### src/rtl/mult_acc_stage.sv
// mult_acc_stage: sums COUNT consecutive products from the shift-add multiplier
// into a saturating dot-product result. The result is offered on a valid/ready
// port, and prod_ready holds the multiplier off while that result is waiting.
module mult_acc_stage #(
    parameter int WIDTH     = 3,
    parameter int ACC_WIDTH = 10,
    parameter int COUNT     = 4
) (
    input  logic                         clk,
    input  logic                         reset,
    input  logic                         prod_valid,
    input  logic [2*WIDTH-1:0]           prod,
    output logic                         prod_ready,
    output logic [ACC_WIDTH-1:0]         acc_out,
    output logic                         out_valid,
    input  logic                         out_ready,
    output logic                         overflow,
    output logic                         dropped,
    output logic [$clog2(COUNT+1)-1:0]   prod_count
);

    localparam int                   CW      = $clog2(COUNT + 1);
    localparam logic [ACC_WIDTH-1:0] ACC_MAX = '1;
    localparam logic [CW-1:0]        LAST    = CW'(COUNT - 1);

    typedef enum logic {
        ACCUM,
        HOLD
    } state_t;

    state_t               state_q;
    logic [ACC_WIDTH-1:0] acc_q;
    logic [ACC_WIDTH-1:0] acc_d;
    logic                 sat_q;
    logic                 sat_d;
    logic [CW-1:0]        cnt_q;
    logic                 valid_q;
    logic                 ovf_q;
    logic                 drop_q;
    logic [ACC_WIDTH:0]   sum;

    // The sum is formed one bit wider than the accumulator so the carry-out
    // flags saturation. Once a group has saturated, it stays pinned at the maximum.
    always_comb begin
        sum   = {1'b0, acc_q} + (ACC_WIDTH + 1)'(prod);
        sat_d = sat_q | sum[ACC_WIDTH];
        acc_d = sat_d ? ACC_MAX : sum[ACC_WIDTH-1:0];
    end

    // Control FSM and output registers: collect products in ACCUM, then present
    // the result in HOLD until the consumer takes it.
    always_ff @(posedge clk) begin
        if (!reset) begin
            state_q <= ACCUM;
            acc_q   <= '0;
            sat_q   <= 1'b0;
            cnt_q   <= '0;
            valid_q <= 1'b0;
            ovf_q   <= 1'b0;
            drop_q  <= 1'b0;
        end else begin
            case (state_q)
                ACCUM: begin
                    if (prod_valid) begin
                        acc_q <= acc_d;
                        sat_q <= sat_d;
                        cnt_q <= cnt_q + CW'(1);
                        if (cnt_q == LAST) begin
                            state_q <= HOLD;
                            valid_q <= 1'b1;
                            ovf_q   <= sat_d;
                        end
                    end
                end
                HOLD: begin
                    if (prod_valid) begin
                        drop_q <= 1'b1;
                    end
                    if (valid_q && out_ready) begin
                        state_q <= ACCUM;
                        acc_q   <= '0;
                        sat_q   <= 1'b0;
                        cnt_q   <= '0;
                        valid_q <= 1'b0;
                        ovf_q   <= 1'b0;
                    end
                end
                default: begin
                    state_q <= ACCUM;
                end
            endcase
        end
    end

    assign prod_ready = (state_q == ACCUM);
    assign acc_out    = acc_q;
    assign out_valid  = valid_q;
    assign overflow   = ovf_q;
    assign dropped    = drop_q;
    assign prod_count = cnt_q;

endmodule

### config.mk
export PLATFORM = sky130hd
export DESIGN_NAME = mult_acc_stage
export DESIGN_NICKNAME = d
export VERILOG_FILES = /design/src/rtl/mult_acc_stage.sv
export SDC_FILE = /design/constraint.sdc
export NUM_CORES = 1
export LEC_CHECK = 0
export ABC_AREA = 1
export CAP_MARGIN = 40
export CORE_ASPECT_RATIO = 1.1
export CORE_MARGIN = 8
export CORE_UTILIZATION = 50
export DETAILED_ROUTE_END_ITERATION = 16
export GPL_ROUTABILITY_DRIVEN = 0
export MAX_ROUTING_LAYER = met4
export PLACE_DENSITY = 0.81
export SLEW_MARGIN = 20
export SYNTH_ARGS = -nofsm -noshare
export SYNTH_HDL_FRONTEND = slang
export SYNTH_SLANG_ARGS = --single-unit
### constraint.sdc
create_clock -name clk -period 4.8 [get_ports clk]
set_clock_uncertainty 0.2 [all_clocks]
set_input_delay 0.96 -clock clk [delete_from_list [all_inputs] [get_ports clk]]
set_output_delay 0.96 -clock clk [all_outputs]
set_load 0.01 [all_outputs]
==> out/metrics.csv, run 1 <==
metric;value;unit
cts_made_buffers;3;
syn2layout_area_growth;29.6;%
cts_resized;0;
reg2reg_from;acc_out[0];
ys_top_cells_by_area;dfxtp_1 (33%), nand2_1 (18%), ha_1 (9.1%), a21oi_1 (6.8%), nand3_1 (6.8%);
netlist_area;1100;µm²
critPathLaunch;prod[5];
rsz0062_at_grt;no;
num_io_pins;27;
ctsHoldBuffers;0;
floorplan.die_area;3950;µm²
clkTransAtPathRegs;0.10;ns
worst_pin_slew;0.562;ns
core_area;2160;µm²
ant_nets;0;
clockRootBuffer;clkbuf_4;
finalCritPeriodShare;0.574;
nNetsFinal;213;
start_util;0.508;
final_common_cell;nand2_1;
yosysTopAreaCell;dfxtp_1;
status;finished clean;
cap_violations;0;
place_hpwl;2200;µm
drc_errors;0;
required;4.77;ns
avgSynthCellArea;6.66;µm²
hold_violations;0;
ir_worst_vdd;0.276;mV
cts.sinks;18;
first_pass_iters;4;
grt_overflow;0;
antennaDiodeCount;0;
cts_max_path_buffers;2;
antenna_found_initial;0;
clock_latency;0.31;ns
cts_tree;yes;
start_kind;input port;
synth_top_area_share;0.328;
cp_max_fo;9;
cts_setup_buffers;0;
clock.fmax;0.363;GHz
ys_ff_latch;18;
dr.first_iter.drc_count;65;
std_cell_rows;18;
worstSetupPathType;input port to flop;
grt_max_degree;17;
holdWs;0.282;ns
syn_inst;165;
htreeDepth;1;
tns;0;ns
setup_viol;0;
timing.final.max_slew_violations;0;
endpoint_kind;flop;
gr-usage-all-layers;0.162;
reg2reg_slack;2.77;ns
grt_pass1_vias;1184;
layout_common_cells;nand2_1 (54), clkdlybuf4s50_1 (26), inv_1 (19), dfxtp_1 (18);
grt_pass1_wl;4930;µm
via_count;1178;
viasPerCell;5.28;
critical_path_arrival;2.72;ns
port_buffers;26;
hold_class;flop to flop;
synth.distinct_cells;22;
leakage;0.644;nW
min_period;2.75;ns
ff2ff_path_depth;11;
relSlewSlack;0.625;
hold_path_depth;2;
synth_nets;184;
wirelength;2860;µm
drive_gt1_frac;0.0570;
worstHoldStart;dropped;
ys_warn_count;0;
min_to;dropped;
fin_area;1420;µm²
p_per_area;251;nW/µm²
avgRoutedWirePerCell;12.8;µm
place_area;1390;µm²
die_x;60.7;µm
ys_seq_area_frac;0.328;
die_h;65.2;µm
r2r-end;acc_out[8];
p_total;0.357;mW
cell type report:
type / count / area [µm²]
tap: 30 / 37.5
multi-input combinational: 123 / 647
timing repair buffer: 26 / 260
inverter: 22 / 82.6
sequential: 18 / 360
clock buffer: 4 / 36.3
fill: 196 / 738
worst max-delay path by stage:
stage               slack (ns)    endpoint  cells past startpoint
floorplan                 2.29  acc_out[8]                     11
global placement          1.79  acc_out[8]                     12
detailed placement        1.73  acc_out[8]                     12
CTS                       2.04  acc_out[8]                     12
global route              1.84  acc_out[7]                     10
finish                    2.05  acc_out[5]                     10
worst max-delay path: stages:
cell	delay, ns
clkdlybuf4s50_1	0.40
ha_1	0.36
a21oi_1	0.30
nand2_1	0.11
nand2_1	0.08
nand3_2	0.17
inv_2	0.13
nand3_1	0.08
nand2_1	0.07
a21oi_1	0.07
cells in the mapped netlist (all sizes together):
cell type,instances
nand2,55
inv,20
a21oi,18
dfxtp,18
nand3,16
o21ai,11
ha,8
nor2,8
clkinv,2
nand4,2
xor2,2
a22oi,1
buf,1
clkbuf,1
fa,1
o22ai,1
stage by stage:
| stage | utilization | instances | worst slack, ns |
|---|---|---|---|
| final | 0.659 | 223 | 2.05 |
| after global routing | 0.659 | 223 | 1.84 |
| after CTS | 0.659 | 223 | 2.04 |
| after detailed placement | 0.642 | 219 | 1.73 |
| after global placement | 0.642 | 219 | 1.79 |
| after floorplan | - | 165 | 2.29 |
power by group:
group	total (mW)	switching, mW	internal, mW
Clock	0.0963	0.0500	0.0463
Combinational	0.0946	0.0509	0.0437
Sequential	0.166	0.00820	0.158
state kept, by name, indices dropped and copies added, names as in the netlist:
register    cells
acc_out        10
dropped         1
out_valid       1
overflow        1
prod_count      3
sat_q           1
state_q         1
layer usage:
layer | wire (µm) | track usage | vias up
met2 | 1420 | 0.263 | 48
met4 | 79 | 0.0991 | 0
li1 | - | - | 593
met1 | 1230 | 0.183 | 528
met3 | 133 | 0.0176 | 9
met5 | 0 | - | -
kinds of logic (layout without fill, tap and decap cells):
| group | Yosys count | after routing | share of synthesized area |
|---|---|---|---|
| AOI/OAI and AO/OA | 31 | 31 | 0.155 |
| xor gates and xnor gates | 2 | 2 | 0.0159 |
| adders and majority gates | 9 | 9 | 0.109 |
| buffers and inverters | 24 | 52 | 0.0831 |
| DFF | 18 | 18 | 0.328 |
| and+or+nand+nor | 81 | 81 | 0.309 |
Power figures use the tool's default switching activity.
==> run 2: changes to the inputs <==
--- a/config.mk
+++ b/config.mk
@@ -9,11 +9,11 @@
 export CAP_MARGIN = 40
 export CORE_ASPECT_RATIO = 1.1
 export CORE_MARGIN = 8
-export CORE_UTILIZATION = 50
+export CORE_UTILIZATION = 43
 export DETAILED_ROUTE_END_ITERATION = 16
 export GPL_ROUTABILITY_DRIVEN = 0
 export MAX_ROUTING_LAYER = met4
-export PLACE_DENSITY = 0.81
+export PLACE_DENSITY = 0.74
 export SLEW_MARGIN = 20
 export SYNTH_ARGS = -nofsm -noshare
 export SYNTH_HDL_FRONTEND = slang
==> constraint.sdc (replaced) <==
create_clock -name clk -period 2.4 [get_ports clk]
set_clock_uncertainty 0.2 [all_clocks]
set_input_delay 0.48 -clock clk [delete_from_list [all_inputs] [get_ports clk]]
set_output_delay 0.48 -clock clk [all_outputs]
set_load 0.01 [all_outputs]
==> out/metrics.csv, run 2 (synthesis gave the netlist of run 1 again) <==
metric;value;unit;change
cts_max_path_buffers;2;;unchanged
std_cell_rows;19;;was 18
grt_pass1_vias;1218;;was 1,184
via_count;1212;;was 1,178
status;finished clean;;unchanged
nNetsFinal;224;;was 213
htreeDepth;1;;unchanged
clkPwrFrac;0.251;;was 0.270
grt_max_degree;12;;was 17
place_hpwl;2330;µm;was 2200 µm
grt_overflow;0;;unchanged
die_x;64.2;µm;was 60.7 µm
start_kind;input port;;unchanged
leakage;0.695;nW;was 0.644 nW
ctsHoldBuffers;0;;unchanged
cts_tree;yes;;unchanged
cap_violations;0;;unchanged
dpl_worst_slack;-0.138;ns;was 1.73 ns
worstSetupPathType;input port to flop;;unchanged
die_h;69.0;µm;was 65.2 µm
first_pass_iters;4;;unchanged
antenna_found_initial;0;;unchanged
wirelength;2940;µm;was 2860 µm
swShare;0.296;;was 0.306
clock_latency;0.29;ns;was 0.31 ns
min_period;2.18;ns;
cp_max_fo;4;;was 9
final_util;0.611;;was 0.659
rsz0062_at_grt;no;;unchanged
start_util;0.444;;was 0.508
tns;0;ns;unchanged
ir_worst_vdd;0.362;mV;was 0.276 mV
dr.first_iter.drc_count;94;;was 65
setup_slack;0.224;ns;was 2.05 ns
p_per_area;485;nW/µm²;was 251 nW/µm²
floorplan.die_area;4430;µm²;was 3950 µm²
required;2.43;ns;was 4.77 ns
ant_nets;0;;unchanged
largest_reg_flops;10;;unchanged
setup_viol;0;;unchanged
dp_cells;231;;was 219
p_comb_frac;0.294;;was 0.265
syn2layout_area_growth;37.5;%;was 29.6%
holdWs;0.292;ns;was 0.282 ns
avgRoutedWirePerCell;12.5;µm;was 12.8 µm
viasPerCell;5.16;;was 5.28
num_io_pins;27;;unchanged
drc_errors;0;;unchanged
p_total;0.733;mW;was 0.357 mW
hold_violations;0;;unchanged
grt_pass1_wl;5170;µm;was 4930 µm
fin_cells;235;;was 223
intPower;0.516;mW;was 0.248 mW
finalCritPeriodShare;0.907;;
layout_common_cells;nand2_1 (54), clkdlybuf4s50_1 (26), inv_1 (19), dfxtp_1 (18);;unchanged
cts_setup_buffers;0;;unchanged
clock.fmax;0.459;GHz;
final_common_cell;nand2_1;;unchanged
port_buffers;26;;unchanged
endpoint_kind;flop;;unchanged
fin_area;1510;µm²;was 1420 µm²
relSlewSlack;0.777;;was 0.625
cts_made_buffers;3;;unchanged
cts.sinks;18;;unchanged
drive_gt1_frac;0.113;;was 0.0570
worst_pin_slew;0.335;ns;was 0.562 ns
place_area;1470;µm²;was 1390 µm²
gr-usage-all-layers;0.136;;was 0.162
timing.final.max_slew_violations;0;;unchanged
clkTransAtPathRegs;0.11;ns;was 0.10 ns
power.switching;0.217;mW;was 0.109 mW
core_area;2470;µm²;was 2160 µm²
clockRootBuffer;clkbuf_4;;unchanged
p_seq_frac;0.455;;was 0.465
critical_path_arrival;2.20;ns;was 2.72 ns
hold_class;flop to flop;;unchanged
antennaDiodeCount;0;;unchanged
run 2: changes by cell type in the layout (fill, tap and decap cells not counted), sizes merged:
cell,change
buf,+11
run 2: worst max-delay path, cell delays in order:
cell	delay, ns
clkdlybuf4s50_1	0.40
ha_1	0.23
fa_2	0.38
nand3_1	0.09
nand3_1	0.10
nand2_1	0.09
nand2_1	0.07
nand2_1	0.07
nand2_1	0.05
nand2_1	0.05
nand2_1	0.06
a21oi_2	0.12
run 2: power groups by stage:
| stage | Clock [mW] | Combinational (mW) | Sequential (mW) |
|---|---|---|---|
| 2_1_floorplan | 0 | 0.107 | 0.344 |
| 3_3_place_gp | 0 | 0.209 | 0.339 |
| 3_5_place_dp | 0 | 0.212 | 0.340 |
| 4_1_cts | 0.191 | 0.215 | 0.333 |
| 5_1_grt | 0.201 | 0.244 | 0.336 |
| 6_report | 0.184 | 0.215 | 0.333 |
run 2: what timing repair did:
action,in CTS,in global routing
hold endpoints to repair,0,0
endpoints found under the setup margin,0,1
resized for setup,0,2
run 2: final timing paths:
kind | start | endpoint | slack (ns) | cells after the start
worst max-delay path | prod[0] | acc_out[8] | 0.22 | 12
worst min-delay path | acc_out[0] | acc_out[0] | 0.29 | 2
worst max register to register | acc_out[0] | acc_out[8] | 0.50 | 11
worst min register to register | acc_out[0] | acc_out[0] | 0.29 | 2
run 2: cell type report:
class,count,area [µm²]
Fill cell,236,962
Multi-Input combinational cell,123,649
Sequential cell,18,360
Timing Repair Buffer,37,343
Inverter,22,82.6
Tap cell,31,38.8
Clock buffer,4,36.3
run 2: metal layers:
layer / part of all wire / track usage / wire length (µm) / up-vias
li1: - / - / - / 614
met1: 0.45 / 0.154 / 1320 / 560
met2: 0.50 / 0.245 / 1460 / 38
met3: 0.055 / 0.0275 / 162 / 0
met4: 0 / 0.0170 / 0 / 0
met5: 0 / - / 0 / -
==> run 3: changes to the inputs <==
--- a/config.mk
+++ b/config.mk
@@ -6,7 +6,7 @@
 export NUM_CORES = 1
 export LEC_CHECK = 0
 export ABC_AREA = 1
-export CAP_MARGIN = 40
+export CAP_MARGIN = 10
 export CORE_ASPECT_RATIO = 1.1
 export CORE_MARGIN = 8
 export CORE_UTILIZATION = 43
==> results of run 3 <==
No change in the layout: final DEF, timing and power equal those of run 2.
